===== src/rtl/viterbi_pkg.sv =====
// Shared types and constants for the Viterbi front-end frame sequencer.
// Holds the controller state encoding, the symbol pair width and the default
// drain length covering the BMU chain latency.
package viterbi_pkg;

    localparam int unsigned PAIR_W               = 2;
    localparam int unsigned DEFAULT_DRAIN_CYCLES = 3;

    typedef enum logic [2:0] {
        IDLE    = 3'd0,
        LOAD0   = 3'd1,
        LOAD1   = 3'd2,
        STREAM  = 3'd3,
        DRAIN   = 3'd4,
        REFRESH = 3'd5
    } state_e;

    // States in which the controller is willing to accept a pair.
    function automatic logic is_load_state(input state_e s);
        return (s == LOAD0) || (s == LOAD1) || (s == STREAM);
    endfunction

endpackage


===== src/rtl/vit_stall_timer.sv =====
// Loadable up-counter with clear, enable and a terminal-count flag.
// Ports:
//   clk, rst      clock, asynchronous active-low reset
//   clr           zero the count (highest priority)
//   load/load_val load a preset count
//   en            increment by one
//   term_val      terminal value compared against the current count
//   term_c        combinational: current count equals term_val
module vit_stall_timer #(
    parameter int unsigned W = 8
) (
    input  logic         clk,
    input  logic         rst,
    input  logic         clr,
    input  logic         load,
    input  logic [W-1:0] load_val,
    input  logic         en,
    input  logic [W-1:0] term_val,
    output logic         term_c
);

    logic [W-1:0] cnt_d, cnt_q;

    // Next count: clear beats load beats increment.
    always_comb begin
        cnt_d = cnt_q;
        if (clr) begin
            cnt_d = '0;
        end else if (load) begin
            cnt_d = load_val;
        end else if (en) begin
            cnt_d = cnt_q + W'(1);
        end
    end

    always_ff @(posedge clk or negedge rst) begin
        if (!rst) begin
            cnt_q <= '0;
        end else begin
            cnt_q <= cnt_d;
        end
    end

    assign term_c = (cnt_q == term_val);

endmodule


===== src/rtl/viterbi_frame_ctrl.sv =====
// Frame sequencer for the Viterbi branch-metric chain. Steers pair 0 to the
// first stage, pair 1 to the second stage and later pairs to the steady-state
// BMU, drains the chain after the last pair and then issues a refresh pulse.
// Ports:
//   clk, rst            clock, asynchronous active-low reset
//   start, abort        frame control
//   in_valid/in_pair    pair stream, accepted with in_ready
//   bit_pair_*, ld*     registered pairs and their one-cycle update strobes
//   refresh             registered one-cycle clear for the BMU chain
//   busy, frame_done    status; pair_idx counts accepted pairs
//   err_timeout         sticky stall-timeout flag, cleared by the next start
// DRAIN_CYCLES must be at least 2; FRAME_PAIRS must lie in 3..2^CNT_W-1.
module viterbi_frame_ctrl
    import viterbi_pkg::*;
#(
    parameter int unsigned FRAME_PAIRS  = 16,
    parameter int unsigned CNT_W        = 8,
    parameter int unsigned DRAIN_CYCLES = DEFAULT_DRAIN_CYCLES,
    parameter int unsigned TIMEOUT      = 64
) (
    input  logic              clk,
    input  logic              rst,
    input  logic              start,
    input  logic              abort,
    input  logic              in_valid,
    input  logic [PAIR_W-1:0] in_pair,
    output logic              in_ready,
    output logic [PAIR_W-1:0] bit_pair_0,
    output logic [PAIR_W-1:0] bit_pair_1,
    output logic [PAIR_W-1:0] bit_pair_input,
    output logic              ld0,
    output logic              ld1,
    output logic              ldn,
    output logic              refresh,
    output logic              busy,
    output logic              frame_done,
    output logic [CNT_W-1:0]  pair_idx,
    output logic              err_timeout
);

    localparam int unsigned TMR_W = $clog2(TIMEOUT + DRAIN_CYCLES + 1);

    state_e            state_d, state_q;
    logic              in_ready_d, in_ready_q;
    logic [PAIR_W-1:0] bp0_d, bp0_q;
    logic [PAIR_W-1:0] bp1_d, bp1_q;
    logic [PAIR_W-1:0] bpi_d, bpi_q;
    logic              ld0_d, ld0_q;
    logic              ld1_d, ld1_q;
    logic              ldn_d, ldn_q;
    logic              refresh_d, refresh_q;
    logic              busy_d, busy_q;
    logic              frame_done_d, frame_done_q;
    logic [CNT_W-1:0]  pair_idx_d, pair_idx_q;
    logic              err_d, err_q;

    logic              xfer_c;
    logic              last_pair_c;
    logic              tmr_clr, tmr_load, tmr_en;
    logic [TMR_W-1:0]  tmr_term_val;
    logic              tmr_term_c;

    // abort masks acceptance even though the registered in_ready is still high.
    assign xfer_c      = in_valid & in_ready_q & ~abort;
    assign last_pair_c = (pair_idx_q == CNT_W'(FRAME_PAIRS - 1));

    // One timer serves the stall count in the load states and the drain count.
    vit_stall_timer #(
        .W (TMR_W)
    ) u_timer (
        .clk      (clk),
        .rst      (rst),
        .clr      (tmr_clr),
        .load     (tmr_load),
        .load_val (TMR_W'(1)),
        .en       (tmr_en),
        .term_val (tmr_term_val),
        .term_c   (tmr_term_c)
    );

    // Next-state and registered-output logic.
    always_comb begin
        state_d      = state_q;
        bp0_d        = bp0_q;
        bp1_d        = bp1_q;
        bpi_d        = bpi_q;
        pair_idx_d   = pair_idx_q;
        err_d        = err_q;
        ld0_d        = 1'b0;
        ld1_d        = 1'b0;
        ldn_d        = 1'b0;
        frame_done_d = 1'b0;
        tmr_clr      = 1'b0;
        tmr_load     = 1'b0;
        tmr_en       = 1'b0;
        // Stall terminal is TIMEOUT-1 so the TIMEOUT-th idle cycle trips it.
        tmr_term_val = (state_q == DRAIN) ? TMR_W'(DRAIN_CYCLES - 1)
                                          : TMR_W'(TIMEOUT - 1);

        case (state_q)
            IDLE: begin
                tmr_clr = 1'b1;
                if (start) begin
                    state_d    = LOAD0;
                    pair_idx_d = '0;
                    err_d      = 1'b0;
                end
            end

            LOAD0, LOAD1, STREAM: begin
                if (abort) begin
                    state_d = REFRESH;
                    tmr_clr = 1'b1;
                end else if (xfer_c) begin
                    pair_idx_d = pair_idx_q + CNT_W'(1);
                    tmr_clr    = 1'b1;
                    case (state_q)
                        LOAD0: begin
                            bp0_d   = in_pair;
                            ld0_d   = 1'b1;
                            state_d = LOAD1;
                        end
                        LOAD1: begin
                            bp1_d   = in_pair;
                            ld1_d   = 1'b1;
                            state_d = STREAM;
                        end
                        default: begin
                            bpi_d = in_pair;
                            ldn_d = 1'b1;
                            if (last_pair_c) begin
                                // Drain count starts at 1: the first DRAIN cycle.
                                state_d  = DRAIN;
                                tmr_clr  = 1'b0;
                                tmr_load = 1'b1;
                            end
                        end
                    endcase
                end else if (tmr_term_c) begin
                    err_d   = 1'b1;
                    state_d = REFRESH;
                end else begin
                    tmr_en = 1'b1;
                end
            end

            DRAIN: begin
                if (abort) begin
                    state_d = REFRESH;
                end else if (tmr_term_c) begin
                    frame_done_d = 1'b1;
                    state_d      = REFRESH;
                end else begin
                    tmr_en = 1'b1;
                end
            end

            REFRESH: begin
                state_d = IDLE;
                bp0_d   = '0;
                bp1_d   = '0;
                bpi_d   = '0;
            end

            default: begin
                state_d = IDLE;
            end
        endcase

        in_ready_d = is_load_state(state_d);
        busy_d     = (state_d != IDLE);
        // Clear pulse follows the REFRESH state, aligned with the zeroed pairs.
        refresh_d  = (state_q == REFRESH);
    end

    always_ff @(posedge clk or negedge rst) begin
        if (!rst) begin
            state_q      <= IDLE;
            in_ready_q   <= 1'b0;
            bp0_q        <= '0;
            bp1_q        <= '0;
            bpi_q        <= '0;
            ld0_q        <= 1'b0;
            ld1_q        <= 1'b0;
            ldn_q        <= 1'b0;
            refresh_q    <= 1'b0;
            busy_q       <= 1'b0;
            frame_done_q <= 1'b0;
            pair_idx_q   <= '0;
            err_q        <= 1'b0;
        end else begin
            state_q      <= state_d;
            in_ready_q   <= in_ready_d;
            bp0_q        <= bp0_d;
            bp1_q        <= bp1_d;
            bpi_q        <= bpi_d;
            ld0_q        <= ld0_d;
            ld1_q        <= ld1_d;
            ldn_q        <= ldn_d;
            refresh_q    <= refresh_d;
            busy_q       <= busy_d;
            frame_done_q <= frame_done_d;
            pair_idx_q   <= pair_idx_d;
            err_q        <= err_d;
        end
    end

    assign in_ready       = in_ready_q;
    assign bit_pair_0     = bp0_q;
    assign bit_pair_1     = bp1_q;
    assign bit_pair_input = bpi_q;
    assign ld0            = ld0_q;
    assign ld1            = ld1_q;
    assign ldn            = ldn_q;
    assign refresh        = refresh_q;
    assign busy           = busy_q;
    assign frame_done     = frame_done_q;
    assign pair_idx       = pair_idx_q;
    assign err_timeout    = err_q;

endmodule


===== config.mk =====
export PLATFORM = sky130hd
export DESIGN_NAME = viterbi_frame_ctrl
export DESIGN_NICKNAME = d
export VERILOG_FILES = /design/src/rtl/viterbi_pkg.sv /design/src/rtl/vit_stall_timer.sv /design/src/rtl/viterbi_frame_ctrl.sv
export SDC_FILE = /design/constraint.sdc
export NUM_CORES = 1
export LEC_CHECK = 0
export ABC_AREA = 0
export ABC_CLOCK_PERIOD_IN_PS = 4800
export CORE_AREA = 2 2 74 76
export DETAILED_ROUTE_END_ITERATION = 10
export DIE_AREA = 0 0 76 78
export SKIP_LAST_GASP = 1
export SLEW_MARGIN = 20
export SYNTH_ARGS = -nofsm -noshare
export SYNTH_HDL_FRONTEND = slang
export SYNTH_SLANG_ARGS = --single-unit

===== constraint.sdc =====
create_clock -name clk -period 4.8 [get_ports clk]
set_clock_uncertainty 0.15 [all_clocks]
set_input_delay 0.96 -clock clk [delete_from_list [all_inputs] [get_ports clk]]
set_output_delay 0.96 -clock clk [all_outputs]
set_load 0.05 [all_outputs]

# Word level (Yosys, flattened, before mapping)
# Index checks and enable logic that the tools add are counted.
word_totals:
  register_bits: 32
  out_inout_bits: 22
  elab_cells: 114
op_classes:
  add_sub_neg: 2
  eq_ne: 18
  mux: 63
  n_bitwise: 3
  n_reduce_logical: 14
op_table:
  columns: ["operator", "n"]
  rows:
  - ["1-bit 2-to-1 mux", 32]
  - ["8-bit 2-to-1 mux", 3]
  - ["7-bit 2-to-1 mux", 3]
  - ["2-bit 2-to-1 mux", 9]
  - ["3-bit 2-to-1 mux", 6]
  - ["2-bit != test (second input constant)", 8]
  - ["8-bit one-hot mux with 2 select lines", 1]
  - ["4-bit AND reduction", 4]
  - ["3-bit by 2-bit equality test with 1-bit output (second input constant)", 4]
  - ["2-bit one-hot mux with 2 select lines", 3]
  - ["3-bit one-hot mux with 3 select lines", 1]
  - ["8-bit by 1-bit adder with 8-bit output (second input constant)", 1]
  - ["8-bit by 4-bit equality test with 1-bit output (second input constant)", 1]
  - ["7-bit by 1-bit adder with 7-bit output (second input constant)", 1]
  - ["7-bit by 6-bit equality test with 1-bit output", 1]
  - ["3-bit by 1-bit equality test with 1-bit output (second input constant)", 2]
  - ["3-bit equality test (second input constant)", 2]
  - ["6-bit 2-to-1 mux", 1]
  - ["1-bit one-hot mux with 2 select lines", 3]
  - ["3-bit one-hot mux with 2 select lines", 1]
  - ["3-bit nonzero test", 2]
  - ["5-bit AND reduction", 1]
  - ["2-bit nonzero test", 2]
  - ["3-bit zero test", 1]
  - ["other kinds (5)", 7]

# Logic depth before layout (Yosys ltp)
# Gate-level depths: netlist of the first run.
logic_depth:
  word_depth: 10
  ltp_mapped: 6
  depth_no_buf: 6

# Modules after synthesis
# Synthesis of the first run repeated with hierarchy kept, for this count alone.
hier_totals:
  cells_unflattened: 194
  hier_area_um2: 1848.0
modules_own_cells:
  columns: ["mod", "n_inst", "cells_each", "area_each_um2", "seq_area_each_um2"]
  rows:
  - ["viterbi_frame_ctrl", 1, 144, 1390.1, 625.6]
  - ["vit_stall_timer", 1, 50, 457.9, 175.2]

# Worst setup path before layout of the first run
# No wires, ideal clock.
synth_path:
  path_kind: "input to register"
  from: "input port abort"
  to: "register pair_idx_q[4], in the netlist pair_idx[4]"
  setup_ns: 0.077
  arrival_time_ns: 2.082
  t_required_ns: 4.573
  slack_ns: 2.491
  stages: 4
  n_path_buf: 0
  cell_sequence: "nand3b_2 -> a211o_1 -> or3_1 -> a21oi_1"
synth_via:
  elab_chain_len: 4
synth_rtl:
  columns: ["item", "line_no", "source"]
  rows:
  - ["start: declaration", "viterbi_frame_ctrl.sv:24", "input logic abort,"]
  - ["1-bit NOT", "viterbi_frame_ctrl.sv:64", "assign xfer_c = in_valid & in_ready_q & ~abort;"]
  - ["1-bit bitwise AND", "viterbi_frame_ctrl.sv:64", null]
  - ["2-bit != test (no line)", null, null]
  - ["4-bit AND reduction (no line) *", null, null]
  - ["end signal: assignment", "viterbi_frame_ctrl.sv:203", "pair_idx_q <= pair_idx_d;"]
  - ["end: declaration", "viterbi_frame_ctrl.sv:54", "logic [CNT_W-1:0] pair_idx_d, pair_idx_q;"]
# Every way passes the cells marked *; elsewhere a longest branch is shown, timed or not.
# A chain may end at the register's enable or synchronous reset.

# Worst setup path in the final report of the first run
# Same ends and word-level chain as after synthesis.

==> impl_metrics.tcl, run 1 <==
set metrics [dict create \
    ys_seq_area_share_pct 46.2 \
    cts_hold_buf 0 \
    viasPerCell 5.33 \
    regArea_sq_um 801 \
    synth-edff-count 0 \
    end_kind "flop" \
    cts_resized 0 \
    gp_congestion 0.818 \
    worstMarginPinSlew_ns 0.803 \
    ys_ff_latch 32 \
    leakage_nw 0.867 \
    fp.coreArea_sq_um 5040 \
    setup_viol 0 \
    multi_input_area_sq_um 860 \
    final_cell_count_no_fill 272 \
    fmax_ghz 0.336 \
    dp_hpwl_um 2740 \
    io_pins 29 \
    cts_buffers 5 \
    syn_area_sq_um 1730 \
    cts_tree "built" \
    synth_top_area_share_pct 46.2 \
    fin_nets 211 \
    critPathArrivalTime_ns 3.02 \
    yosysTopAreaCell "dfrtp_1" \
    vias 1450 \
    min_period_over_period_pct 61.9 \
    syn_avg_cell_area_sq_um 10.1 \
    hold_viol 0 \
    cap_violations 0 \
    n_antenna_cell 0 \
    whs_ns 0.355 \
    async_flop_share_pct 100 \
    hold_path_class "flop to flop" \
    cts_buffer_depth 2 \
    synth_warnings 0 \
    die_h_um 78 \
    rsz0062_at_grt "false" \
    drc 0 \
    drt-pass1-iter-count 4 \
    maxSlewHeadroom_pct 45.7 \
    grt_usage_pct 13.9 \
    timing_max_transition_violations_final 0 \
    syn_to_final_growth_pct 24.2 \
    gr-total-overflow 0 \
    numPortBuffers 28 \
    grt_max_degree 33 \
    worstPathCellList "clkdlybuf4s50_1 -> nand3b_2 -> a211o_1 -> or3_1 -> a21oi_1" \
    path_class "input port to flop" \
    cp_num_buf_inv 1 \
    clkTransAtPathRegs_ns 0.06 \
    fin_tns_setup_ns 0 \
    dp_cells 265 \
    cts.htree.levels 2 \
    synth_area_leaders "dfrtp_1 46%, nor2_1 3.9%, o21ai_0 3.8%, nand2_1 3.7%, mux2i_1 3.5%" \
    cts_setup_buffers 0 \
    period_minus_slack_ns 2.97 \
    grt_pass1_wl_um 6530 \
    power_density_nw_per_um2 425 \
    ys.flop_type "dfrtp_1" \
    slowest_stage "clkdlybuf4s50_1" \
    layout-drive-gt1-share_pct 10.9 \
    cp_max_fo 14 \
    cp.required_ns 4.85 \
    dr.first_iter.drc_count 98 \
    syn_nets 180 \
    wl_per_cell_um 14.1 \
    start_util_pct 34.3 \
    synthCells 171 \
    cts_root_buf "clkbuf_8" \
    synth.distinct_cells 51 \
    die_width_um 76 \
    grt_pass1_vias 1341 \
    ant_nets 0 \
    path_delay_family "simple AND/OR/NAND/NOR gates" \
    clock-sinks 32 \
    critPathMaxStageDelay_ns 0.65 \
    fill_cells 496 \
    start_kind "input port" \
    antenna_found_initial 0 \
    rows 26 \
    vdd_drop_max_v 0.000205 \
    die_area_sq_um 5930 \
    status "completed" \
    clkLatencyLatePin_ns 0.28 \
    wl_um 3830 \
    p_total_uw 915 \
]
-- worst paths after layout --
check,from,to,slack [ns],depth (start not counted)
worst max-delay path,abort,pair_idx[4],1.83,5
worst min-delay path,bit_pair_input[1],bit_pair_input[1],0.36,2
worst max register to register,state_q[2],in_ready,2.47,5
worst min register to register,bit_pair_input[1],bit_pair_input[1],0.36,2
max in group asynchronous,rst,ldn,3.29,2
min in group asynchronous,rst,in_ready,0.92,2
-- per-stage QoR --
stage / util [%] / setup WS [ns] / instance area, sq um
floorplan: - / 2.49 / 1730
global placement: 40.7 / 1.61 / 2050
detailed placement: 40.7 / 1.57 / 2050
CTS: 42.7 / 1.85 / 2150
global route: 42.7 / 1.70 / 2150
finish: 42.7 / 1.83 / 2150
-- kinds of logic after synthesis --
kind of cell	share of synthesized area, %
buf+inv	4.12
simple gates	23.3
xor+xnor	2.02
fa+ha+maj	1.44
mux	3.47
flops	46.2
compound gates	19.4
-- registers in the layout, indices dropped and copies added, names as in the netlist, 2 cells and up --
signal	count
pair_idx	8
bit_pair_1	2
bit_pair_input	2
state_q	3
bit_pair_0	2
u_timer.cnt_q	7
-- worst reg2reg max path, stage by stage, from the launching register on --
cell	delay (ns)
dfrtp_1	0.61
nor4b_1	0.81
a41oi_1	0.10
a211oi_1	0.40
nor4_2	0.11
nor2_1	0.09
-- placed cells by master (no fill, tap or decap), types with 3 or more instances in the layout --
master and instances:
clkbuf_8 7, a22oi_1 5, o21ai_0 13, nand2_1 17
nor2_1 18, nand3_1 3, nor3_1 9, nand4_1 4
nor4_1 5, dfrtp_1 32, mux2i_1 6, clkdlybuf4s50_1 28
xnor2_1 4, inv_1 5
-- where the power goes --
group,switching [mW],internal [mW],total [mW]
registers,0.0611,0.302,0.363
logic,0.210,0.125,0.335
clock network,0.0900,0.127,0.217
total,0.361,0.554,0.915
-- cells in the mapped netlist, drive strengths merged (3+ instances only) --
library cell	instances
dfrtp	32
nor2	18
nand2	17
o21ai	13
nor3	10
mux2i	6
nor4	6
a22oi	5
inv	5
clkbuf	4
nand4	4
xnor2	4
a211oi	3
a21oi	3
nand3	3
-- routing by layer --
metal	GRT usage, %	wire length (um)	vias to the layer above
met3	3.72	198	4
met1	19.5	1860	696
met2	20.1	1710	39
met5	0	0	-
li1	-	-	711
met4	6.00	57	0
-- cell type report --
| class | instances | area share (%) |
|---|---|---|
| Tap cell | 70 | 4.07 |
| Sequential cell | 32 | 37.2 |
| Multi-Input combinational cell | 129 | 40.0 |
| Clock buffer | 7 | 4.48 |
| Timing Repair Buffer | 29 | 13.4 |
| Inverter | 5 | 0.873 |
(Power assumes the default switching activity.)
==> run 2: changes to the inputs <==
--- a/config.mk
+++ b/config.mk
@@ -6,7 +6,7 @@
 export NUM_CORES = 1
 export LEC_CHECK = 0
 export ABC_AREA = 0
-export ABC_CLOCK_PERIOD_IN_PS = 4800
+export ABC_CLOCK_PERIOD_IN_PS = 2770
 export CORE_AREA = 2 2 74 76
 export DETAILED_ROUTE_END_ITERATION = 10
 export DIE_AREA = 0 0 76 78
==> constraint.sdc (replaced) <==
create_clock -name clk -period 2.77 [get_ports clk]
set_clock_uncertainty 0.15 [all_clocks]
set_input_delay 0.554 -clock clk [delete_from_list [all_inputs] [get_ports clk]]
set_output_delay 0.554 -clock clk [all_outputs]
set_load 0.05 [all_outputs]
==> run 2 against run 1 <==
Against the previous run: power increased by 71%; cell count increased by 2.9%; non-clock buffer count increased by 8; register-to-register slack got worse by 1.8 ns; worst hold slack improved by 0.012 ns; flip-flop and latch count unchanged; worst setup slack got worse by 1.4 ns; global-route usage increased by 0.58 points; critical path type is now flop to output pin; core utilization increased by 0.82 points.
==> impl_metrics.tcl, run 2 (same netlist as run 1, synthesis figures left out) <==
set metrics [dict create \
    layout-drive-gt1-share_pct 13.8 \
    path_class "flop to output pin" \
    gr-total-overflow 0 \
    slowest_stage "clkdlybuf4s50_1" \
    layout_commonest_cell "dfrtp_1" \
    cp.required_ns 2.07 \
    critPathArrivalTime_ns 1.60 \
    fin_nets 219 \
    critPathMaxStageDelay_ns 0.85 \
    cts_resized 0 \
    reg2reg_to "u_timer.cnt_q[3]" \
    n_antenna_cell 0 \
    power_density_nw_per_um2 714 \
    rsz0062_at_grt "false" \
    holdCritStartpoint "bit_pair_input[1]" \
    p_total_mw 1.57 \
    setup_viol 0 \
    min_period_over_period_pct 83.1 \
    clock-sinks 32 \
    syn_to_final_growth_pct 26.6 \
    worstPathCellList "clkdlybuf4s50_1" \
    vdd_drop_max_v 0.000425 \
    maxSlewHeadroom_pct 59.8 \
    numPortBuffers 28 \
    cts_setup_buffers 0 \
    cap_violations 0 \
    start_util_pct 34.3 \
    cts.htree.levels 2 \
    cp_max_fo 6 \
    min_path_cells 2 \
    grt_max_degree 33 \
    wl_per_cell_um 13.8 \
    cts_tree "built" \
    cp_num_buf_inv 1 \
    die_h_um 78 \
    worstMarginPinSlew_ns 0.598 \
    ant_nets 0 \
    fin_tns_setup_ns 0 \
    hold_viol 0 \
    gp_congestion 0.893 \
    dr.first_iter.drc_count 140 \
    wl_um 3870 \
    leakage_nw 0.896 \
    grt_pass1_wl_um 6820 \
    clkLatencyLatePin_ns 0.28 \
    cts_buffers 5 \
    period_minus_slack_ns 2.30 \
    antenna_found_initial 0 \
    rrSetupSlack_ns 0.66 \
    io_pins 29 \
    rows 26 \
    hold_path_class "flop to flop" \
    die_area_sq_um 5930 \
    vias 1468 \
    hold_path_end "bit_pair_input[1]" \
    dp_hpwl_um 2820 \
    fp.coreArea_sq_um 5040 \
    rr_startpoint "state_q[0]" \
    path_delay_family "buffers and inverters" \
    grt_usage_pct 14.5 \
    drc 0 \
    drt-pass1-iter-count 6 \
    fmax_ghz 0.435 \
    cts_root_buf "clkbuf_8" \
    largest_reg_flops 8 \
    status "completed" \
    timing_max_transition_violations_final 0 \
    whs_ns 0.368 \
    die_width_um 76 \
    start_kind "flop" \
    r2r_cells 5 \
    grt_pass1_vias 1393 \
    critPathLaunch "in_ready" \
    clkTransAtPathRegs_ns 0.06 \
    layout_common_cells "32 x dfrtp_1, 28 x clkdlybuf4s50_1, 18 x nor2_1" \
    cts_hold_buf 0 \
    end_kind "output pin" \
    viasPerCell 5.24 \
    cts_buffer_depth 2 \
]
[run 2: cell types whose count changed in the layout (fill, tap and decap cells not counted), sizes merged]
cell    previous run  this run
buf                1         9
clkbuf             7         6
clkinv             0         1
[run 2: stage by stage]
stage          setup slack, ns  cells  util (%)  cell area (sq um)
6_report                 0.469    280      43.5               2190
5_1_grt                  0.397    280      43.5               2190
4_1_cts                  0.472    280      43.5               2190
3_5_place_dp             0.308    273      41.9               2110
3_3_place_gp             0.334    273      41.9               2110
2_1_floorplan            0.642    171         -               1730
[run 2: area by class of cell]
class,instances,area (sq um)
tap,70,87.6
clock inverter,1,5.00
fill,504,2850
timing repair buffer,37,348
clock buffer,6,72.6
sequential,32,801
multi-input combinational,129,860
inverter,5,18.8
[run 2: power by group]
part	leakage [nW]	internal [mW]	switching, mW
logic	0.423	0.235	0.401
registers	0.432	0.523	0.0738
clock network	0.0410	0.170	0.162
total	0.896	0.929	0.636
[run 2: worst min-delay path: stages (launching register included)]
cell and delay [ns]:
dfrtp_1 0.37, nand2_1 0.05, o21ai_0 0.06
[run 2: routing by layer]
| layer | global-route usage [%] | part of all wire, % |
|---|---|---|
| met1 | 20.3 | 50 |
| met4 | 6.55 | 2.0 |
| met3 | 3.60 | 5.0 |
| met2 | 21.1 | 43 |
| met5 | 0 | 0 |
[run 2: worst max-delay path by stage]
stage                              to  cells past startpoint
after floorplan                  busy                      5
after CTS                    in_ready                      1
after detailed placement  pair_idx[4]                      5
after global routing         in_ready                      1
final                        in_ready                      1
after global placement    pair_idx[4]                      5
